[config.mk]
export PLATFORM = sky130hd
export DESIGN_NAME = pulse_generator
export DESIGN_NICKNAME = d
export VERILOG_FILES = /design/src/rtl/pulse_generator.sv
export SDC_FILE = /design/constraint.sdc
export NUM_CORES = 1
export LEC_CHECK = 0
export CAP_MARGIN = 15
export CORE_MARGIN = 4
export CORE_UTILIZATION = 49
export DETAILED_ROUTE_END_ITERATION = 8
export GPL_TIMING_DRIVEN = 0
export HOLD_SLACK_MARGIN = 0.03
export PLACE_DENSITY = 0.78
export SETUP_SLACK_MARGIN = 0.2
export SYNTH_ARGS = -nofsm -noshare
export SYNTH_HDL_FRONTEND = slang
export SYNTH_SLANG_ARGS = --single-unit
[constraint.sdc]
create_clock -name clk -period 5.5 [get_ports clk]
set_clock_uncertainty 0.05 [all_clocks]
set_input_delay 1.1 -clock clk [delete_from_list [all_inputs] [get_ports clk]]
set_output_delay 1.1 -clock clk [all_outputs]
set_load 0.05 [all_outputs]
[src/rtl/pulse_generator.sv]
// pulse_generator: four-channel 50 % duty square-wave generator.
// Each channel converts a frequency in Hz into a half-period cycle count
// using one shared 32-cycle restoring divider, then toggles its output
// every half period. Retunes take effect on a toggle boundary, so the
// output never glitches.
//
// Optional feature macro: PULSE_GEN_FREQ_CLAMP_EN
//   defined   - nonzero requests above F_MAX are divided as F_MAX
//   undefined - the raw request is divided
//
// Divider FSM states:
//   state  | meaning
//   S_IDLE | waiting for a pending channel; grants the highest-priority one
//   S_DIV  | 32 restoring-division steps computing CLK_FREQ / (2*freq)
//   S_WB   | writes the half-period into the granted channel's shadow register

module pulse_generator #(
  parameter int unsigned CLK_FREQ = 20_000_000,
  parameter int unsigned F_MAX    = 200_000
) (
  input  logic        clk,
  input  logic        rst,
  input  logic [31:0] freq_in_0,
  input  logic [31:0] freq_in_1,
  input  logic [31:0] freq_in_2,
  input  logic [31:0] freq_in_3,
  input  logic [3:0]  freq_wr,
  output logic        busy,
  output logic        pulse_out_0,
  output logic        pulse_out_1,
  output logic        pulse_out_2,
  output logic        pulse_out_3
);

  typedef enum logic [1:0] {
    S_IDLE = 2'd0,
    S_DIV  = 2'd1,
    S_WB   = 2'd2
  } state_t;

  logic [31:0] freq_in [4];
  logic [31:0] req_val [4];
  logic [3:0]  pending;

  state_t      state;
  logic [1:0]  cur_ch;
  logic [31:0] quo;
  logic [32:0] rem;
  logic [32:0] divisor;
  logic [4:0]  bit_cnt;
  logic        zero_div;

  logic [1:0]  grant_ch;
  logic [31:0] grant_freq;
  logic [31:0] div_freq;

  logic [33:0] rem_shift;
  logic [32:0] rem_diff;
  logic        q_bit;
  logic [32:0] rem_next;

  logic        wb_vld;
  logic [31:0] wb_half;

  logic [31:0] half_cur [4];
  logic [31:0] half_nxt [4];
  logic [31:0] cnt      [4];
  logic [3:0]  upd;
  logic [3:0]  pulse;

  assign freq_in[0] = freq_in_0;
  assign freq_in[1] = freq_in_1;
  assign freq_in[2] = freq_in_2;
  assign freq_in[3] = freq_in_3;

  assign pulse_out_0 = pulse[0];
  assign pulse_out_1 = pulse[1];
  assign pulse_out_2 = pulse[2];
  assign pulse_out_3 = pulse[3];

  assign busy = (|pending) || (state != S_IDLE);

  // Fixed-priority arbiter: lowest channel index wins.
  always_comb begin
    grant_ch = 2'd0;
    for (int i = 3; i >= 0; i--) begin
      if (pending[i]) grant_ch = 2'(i);
    end
  end

  // Select the granted request and optionally clamp it to F_MAX.
  always_comb begin
    grant_freq = req_val[grant_ch];
    div_freq   = grant_freq;
`ifdef PULSE_GEN_FREQ_CLAMP_EN
    if (grant_freq > 32'(F_MAX)) div_freq = 32'(F_MAX);
`else
    div_freq   = grant_freq;
`endif
  end

  // One restoring-division step: shift in the next dividend bit, subtract if it fits.
  always_comb begin
    rem_shift = {rem, quo[31]};
    q_bit     = (rem_shift >= {1'b0, divisor});
    rem_diff  = rem_shift[32:0] - divisor;
    rem_next  = q_bit ? rem_diff : rem_shift[32:0];
  end

  // A zero divisor would yield all-ones; force the result to zero instead.
  assign wb_vld  = (state == S_WB);
  assign wb_half = zero_div ? 32'd0 : quo;

  // Request capture, arbitration and the divider FSM.
  always_ff @(posedge clk) begin
    if (rst) begin
      state    <= S_IDLE;
      pending  <= '0;
      cur_ch   <= 2'd0;
      quo      <= '0;
      rem      <= '0;
      divisor  <= '0;
      bit_cnt  <= '0;
      zero_div <= 1'b0;
      for (int i = 0; i < 4; i++) req_val[i] <= '0;
    end else begin
      case (state)
        S_IDLE: begin
          if (|pending) begin
            cur_ch            <= grant_ch;
            pending[grant_ch] <= 1'b0;
            divisor           <= {div_freq, 1'b0};
            zero_div          <= (div_freq == 32'd0);
            quo               <= 32'(CLK_FREQ);
            rem               <= '0;
            bit_cnt           <= '0;
            state             <= S_DIV;
          end
        end
        S_DIV: begin
          rem     <= rem_next;
          quo     <= {quo[30:0], q_bit};
          bit_cnt <= bit_cnt + 5'd1;
          if (bit_cnt == 5'd31) state <= S_WB;
        end
        S_WB: begin
          state <= S_IDLE;
        end
        default: begin
          state <= S_IDLE;
        end
      endcase
      // A new write re-arms the channel even if it was just granted.
      for (int i = 0; i < 4; i++) begin
        if (freq_wr[i]) begin
          req_val[i] <= freq_in[i];
          pending[i] <= 1'b1;
        end
      end
    end
  end

  // Per-channel half-period counters with boundary-aligned retune.
  always_ff @(posedge clk) begin
    if (rst) begin
      upd   <= '0;
      pulse <= '0;
      for (int i = 0; i < 4; i++) begin
        half_cur[i] <= '0;
        half_nxt[i] <= '0;
        cnt[i]      <= '0;
      end
    end else begin
      for (int i = 0; i < 4; i++) begin
        if (half_cur[i] == 32'd0) begin
          pulse[i] <= 1'b0;
          cnt[i]   <= '0;
          if (upd[i]) begin
            half_cur[i] <= half_nxt[i];
            upd[i]      <= 1'b0;
          end
        end else if (cnt[i] == half_cur[i] - 32'd1) begin
          pulse[i] <= ~pulse[i];
          cnt[i]   <= '0;
          if (upd[i]) begin
            half_cur[i] <= half_nxt[i];
            upd[i]      <= 1'b0;
          end
        end else begin
          cnt[i] <= cnt[i] + 32'd1;
        end
        // Writeback: zero switches the channel off at once, nonzero waits for a boundary.
        if (wb_vld && (cur_ch == 2'(i))) begin
          half_nxt[i] <= wb_half;
          if (wb_half == 32'd0) begin
            half_cur[i] <= '0;
            cnt[i]      <= '0;
            pulse[i]    <= 1'b0;
            upd[i]      <= 1'b0;
          end else begin
            upd[i] <= 1'b1;
          end
        end
      end
    end
  end

endmodule

* Word-level counts from Yosys, hierarchy flattened
Memory sizes are Yosys's and may differ from the RTL's.
Cells that the tools add are included.
** Storage, ports and cells
- Memories kept :: 4
- Register bits after elaboration :: 119
- Output and inout port bits :: 5
- Logic and storage cells :: 326
- RAM bits :: 512
** Cells by class
- Equal/unequal tests :: 12
- Add/subtract/negate cells :: 10
- Reduce and logical (&&, ||, !) cells :: 36
- Bitwise gates (word level) :: 42
- Order comparisons :: 3
- Mux-type cells :: 203
** Memories
- cnt :: depth 4, width 32, rd ports 4, clocked after memory_dff 0, write ports 4, RTL line 67 : logic [31:0] cnt [4];
- half_cur :: depth 4, width 32, rd ports 4, clocked after memory_dff 0, write ports 4, RTL line 65 : logic [31:0] half_cur [4];
- half_nxt :: depth 4, width 32, rd ports 4, clocked after memory_dff 0, write ports 4, RTL line 66 : logic [31:0] half_nxt [4];
- req_val :: depth 4, width 32, rd ports 1, clocked after memory_dff 0, write ports 4, RTL line 42 : logic [31:0] req_val [4];
** Operators with widths (count)
- 32-bit 2-to-1 mux :: 38
- 32-bit zero test :: 6
- 1-bit 2-to-1 mux :: 149
- 32-bit by 1-bit adder with 32-bit output, second input constant :: 4
- 32-bit == test :: 4
- 32-bit by 1-bit subtractor with 32-bit output, second input constant :: 4
- 33-bit 2-to-1 mux :: 2
- 33-bit case mux with 2 select lines :: 1
- 32-bit case mux with 2 select lines :: 1
- 1-bit OR :: 36
- 34-bit by 33-bit >= comparator with 1-bit output :: 1
- 33-bit subtractor :: 1
- 2-bit nonzero test :: 10
- 2-bit AND reduction :: 7
- 2-bit 2-to-1 mux :: 6
- 3-bit nonzero test :: 4
- 5-bit case mux with 2 select lines :: 1
- 4-bit 2-to-1 mux :: 2
- 2-bit == test, second input constant :: 3
- 5-bit by 1-bit adder with 5-bit output, second input constant :: 1
- 5-bit == test, second input constant :: 1
- 1-bit logical AND :: 5
- 5-bit 2-to-1 mux :: 1
- 4-bit AND :: 1
- other kinds (11) :: 17

* Longest topological paths before layout
- Depth in word-level cells :: 13
- Depth in mapped cells :: 13

* Worst setup path before layout
OpenSTA, ideal clock, no wires.
- Path type :: register to register
- From :: memory half_cur[2][0]
- To :: memory half_cur[2][0], enable pin
- Data required time :: 4980 ps
- Stages on the path, launching flop included :: 13
- Arrival :: 5369 ps
- Setup slack :: -390 ps
- Library setup time :: 470 ps
- Path buffers :: 1
- Period minus slack after synthesis :: 5890 ps
- Path through :: edfxtp_1 inv_1 ha_1 or4b_1 clkbuf_1 or4_4 or3_1 a211oi_1 nand4_1 nor4_2 nand4_1 nand3_1 a21boi_0
** RTL lines (RTL line)
- from (decl) :: 65

==> summary.md <==
| Metric | Value |
|---|---|
| Final Power | 0.01248 W |
| CTS buffer count | 69 |
| Clock network power share | 37.1% |
| Most common cell after layout, fill and taps aside | edfxtp_1 |
| Final Max Slew Viols | 0 |
| Filler Cell Count | 5364 |
| Vias per inst | 5.571 |
| Number of I/O pins | 139 |
| Power Internal | 0.009054 W |
| MaxCap Viol Count | 0 |
| Vias in the first global route | 23080 |
| Clock buffer depth | 3 |
| Worst reg-to-reg setup slack | 0.57 ns |
| First-pass GRT wire length | 121.4 mm |
| Post_cts resized | 0 |
| Number of post-CTS setup repair buffers | 0 |
| Clock sinks | 631 |
| GP Congestion | 0.8938 |
| Height of the die | 265.0 um |
| Sw power | 0.003428 W |
| Gr ovfl total | 0 |
| Post-synth top flop | edfxtp_1 |
| GRT Total Usage | 21.36% |
| Port Buf Inserts | 138 |
| Worst path required time | 5.70 ns |
| Status | complete, no violations |
| Power share of the combinational group | 17.2% |
| CTS tree | built |
| Largest net degree at the start of global routing | 35 |
| Max Fclk | 0.2029 GHz |
| Routed wire per std cell | 18.12 um |
| CP Class | reg -> reg |
| Die X | 265.0 um |
| # rows | 93 |
| Fin area | 37640 um^2 |
| Layout cells sized above 1 | 5.331% |
| Async set-reset flop share out of synthesis | 0% |
| Detailed Route WL | 76.99 mm |
| Core footprint | 64930 um^2 |
| Die area | 70230 um^2 |
| RSZ-0062 raised after global routing | no |
| CP peak stage delay | 0.81 ns |
| CP max stage cell | nor3_1 |
| Post-synthesis cell type count | 93 |
| Min cycle time layout | 4.930 ns |
| CP bufs+invs | 1 |
| P&R area growth vs syn | 16.31% |
| Yosys warns | 0 |
| Reg clk slew, reported paths | 0.06 ns |
| Initial Utilization | 49.85% |
| H-tree Lvls | 3 |
| Final net count | 3519 |
| Switching Fraction | 27.46% |
| Final setup vio count | 0 |
| DRT antenna net count | 0 |
| DRC | 0 |
| DR vias | 23680 |
| Setup WS pre-CTS | 0.4871 ns |
| Worst Path Max Fanout | 16 |
| Synth Register Bits | 631 |
| Antenna violations before repair | 0 |
| Most frequent cells in the layout | edfxtp_1 (512), nor2_1 (384), and2_1 (228), xnor2_1 (166), xor2_1 (156) |
| Core Util, Final | 57.98% |
| CP Capture Type | flop |
| Worst-Margin Slew | 1.097 ns |
| EDFF count, synth | 512 |
| First-pass iteration count of the detailed router | 8 |
| CP top delay family | simple AND/OR/NAND/NOR gates |
| Final hold viol count | 0 |
| Worst min path class | reg -> reg |
| Max-slew headroom | 26.68% |
| Syn_area_per_cell | 10.78 um^2 |
| Worst-path cell chain | clkbuf_1 > nor3_1 > nand4_1 > nor4_1 > mux2i_1 > o2111ai_1 > a2111oi_0 > nand4b_1 > nand3_1 > a21boi_2 |
| Tcrit/Tclk final | 89.63% |
| Synth Cell Area | 32360 um^2 |
| Worst-skew pair later-pin latency | 0.62 ns |
| Register area share after synthesis | 54.87% |
| Setup TNS | 0 ns |
| Arrival @ worst endpoint | 5.13 ns |
| Max VDD drop | 0.2257 mV |
| Mapped Cells | 3002 |
| PD cells | 331.6 nW/um^2 |
| Startpoint types | flop |
| Sequential share of power | 45.7% |
| Area post-placement | 35380 um^2 |
| Clock tree root buffer cell | clkbuf_16 |
| Final worst slack | 0.5703 ns |
| Initial drt markers | 1922 |
| Antenna diodes | 0 |
| Detailed placement HPWL | 56.04 mm |
| LEAKAGE | 13.29 nW |
==> logic make-up after synthesis <==
logic type / count (synthesis) / synth area share [%]
simple gates: 1340 / 21.81
flops: 631 / 54.87
compound gates: 402 / 8.478
xor+xnor: 322 / 8.714
buf+inv: 198 / 2.362
mux: 65 / 2.076
fa+ha+maj: 43 / 1.686
other cells: 1 / 0.01159
==> per-stage QoR <==
step                hold slack [ns]  cells
floorplan                    0.3848   3129
global placement             0.4098   4122
detailed placement           0.4130   4125
CTS                          0.4246   4249
global route                 0.4528   4250
finish                       0.4282   4250
==> sequential cells by signal, summed over array words and instances (netlist names), 4 cells and up <==
signal    count
cnt         128
half_cur    128
half_nxt    128
req_val     128
rem          33
divisor      32
quo          32
bit_cnt       5
pending       4
pulse         4
upd           4
==> power by group through the flow <==
| stage | clock (W) | combinational, W | sequential, W |
|---|---|---|---|
| 4_1_cts | 0.00470 | 0.00213 | 0.00570 |
| 2_1_floorplan | 0 | 0.00158 | 0.00572 |
| 6_report | 0.00463 | 0.00215 | 0.00570 |
| 3_5_place_dp | 0 | 0.00211 | 0.00580 |
| 5_1_grt | 0.00489 | 0.00237 | 0.00573 |
| 3_3_place_gp | 0 | 0.00207 | 0.00579 |
==> what timing repair did <==
item / CTS / global route
hold buffers: 0 / 0
hold endpoints to repair: 0 / 0
endpoints found under the setup margin: 0 / 32
==> cell usage after synthesis (5+ instances only) <==
master	instances	area (um^2)
nor2_1	384	1441
o41ai_1	5	43.79
nand2b_1	62	387.9
ha_1	42	525.5
and2_1	228	1426
or3_1	27	168.9
and3_1	40	250.2
a31oi_1	12	75.07
nand4_1	51	319.1
o2111ai_1	6	52.55
clkbuf_1	119	446.7
nand3b_1	8	60.06
mux2i_1	48	480.5
dfxtp_1	119	2382
and4_1	13	113.9
a21o_1	15	112.6
nor4_1	49	306.5
a222oi_1	12	120.1
nand2_1	154	578.1
o21a_1	12	90.09
a22oi_1	29	217.7
a221oi_1	6	52.55
inv_1	63	236.5
a21oi_1	61	305.3
a22o_1	26	227.7
nand4b_1	10	87.58
o21ai_0	101	505.5
a211o_1	6	52.55
a21boi_0	7	52.55
o31ai_1	11	82.58
a211oi_1	38	285.3
nor3b_1	39	292.8
or4_1	21	157.7
buf_2	11	55.05
o211ai_1	12	90.09
xnor2_1	166	1454
nand3_1	84	420.4
edfxtp_1	512	15370
mux2_2	16	180.2
xor2_1	156	1366
or2_2	13	81.33
nor2b_1	19	118.9
nor3_1	111	555.5
==> worst paths after layout <==
path | start | endpoint | depth (start not counted)
setup / recovery | half_cur[1][5] | half_cur[1][23] | 10
hold / removal | divisor[26] | divisor[26] | 2
setup reg to reg | half_cur[1][5] | half_cur[1][23] | 10
hold reg to reg | divisor[26] | divisor[26] | 2
==> routing by layer <==
metal	track usage [%]	part of all wire [%]	vias to the layer above
met5	0	0	-
met4	9.609	4.5	0
met3	3.267	5.7	222
met2	36.32	48	774
met1	27.11	41	11220
li1	-	-	11460
==> layout make-up <==
cell class / instances / area (um^2) / share of cell area [%]
sequential: 631 / 17760 / 47.17
multi-input combinational: 2301 / 14380 / 38.20
clock buffer: 83 / 1821 / 4.836
timing repair buffer: 141 / 1421 / 3.776
tap: 855 / 1070 / 2.842
buffer: 135 / 528.0 / 1.403
clock inverter: 41 / 430.4 / 1.143
inverter: 63 / 236.5 / 0.6282
==> tightest hold or removal path, stage by stage, from the launching register on <==
cell and delay (ns):
dfxtp_1 0.30, inv_1 0.07, a211oi_1 0.06
No activity file was read; power rests on OpenSTA's default activity.
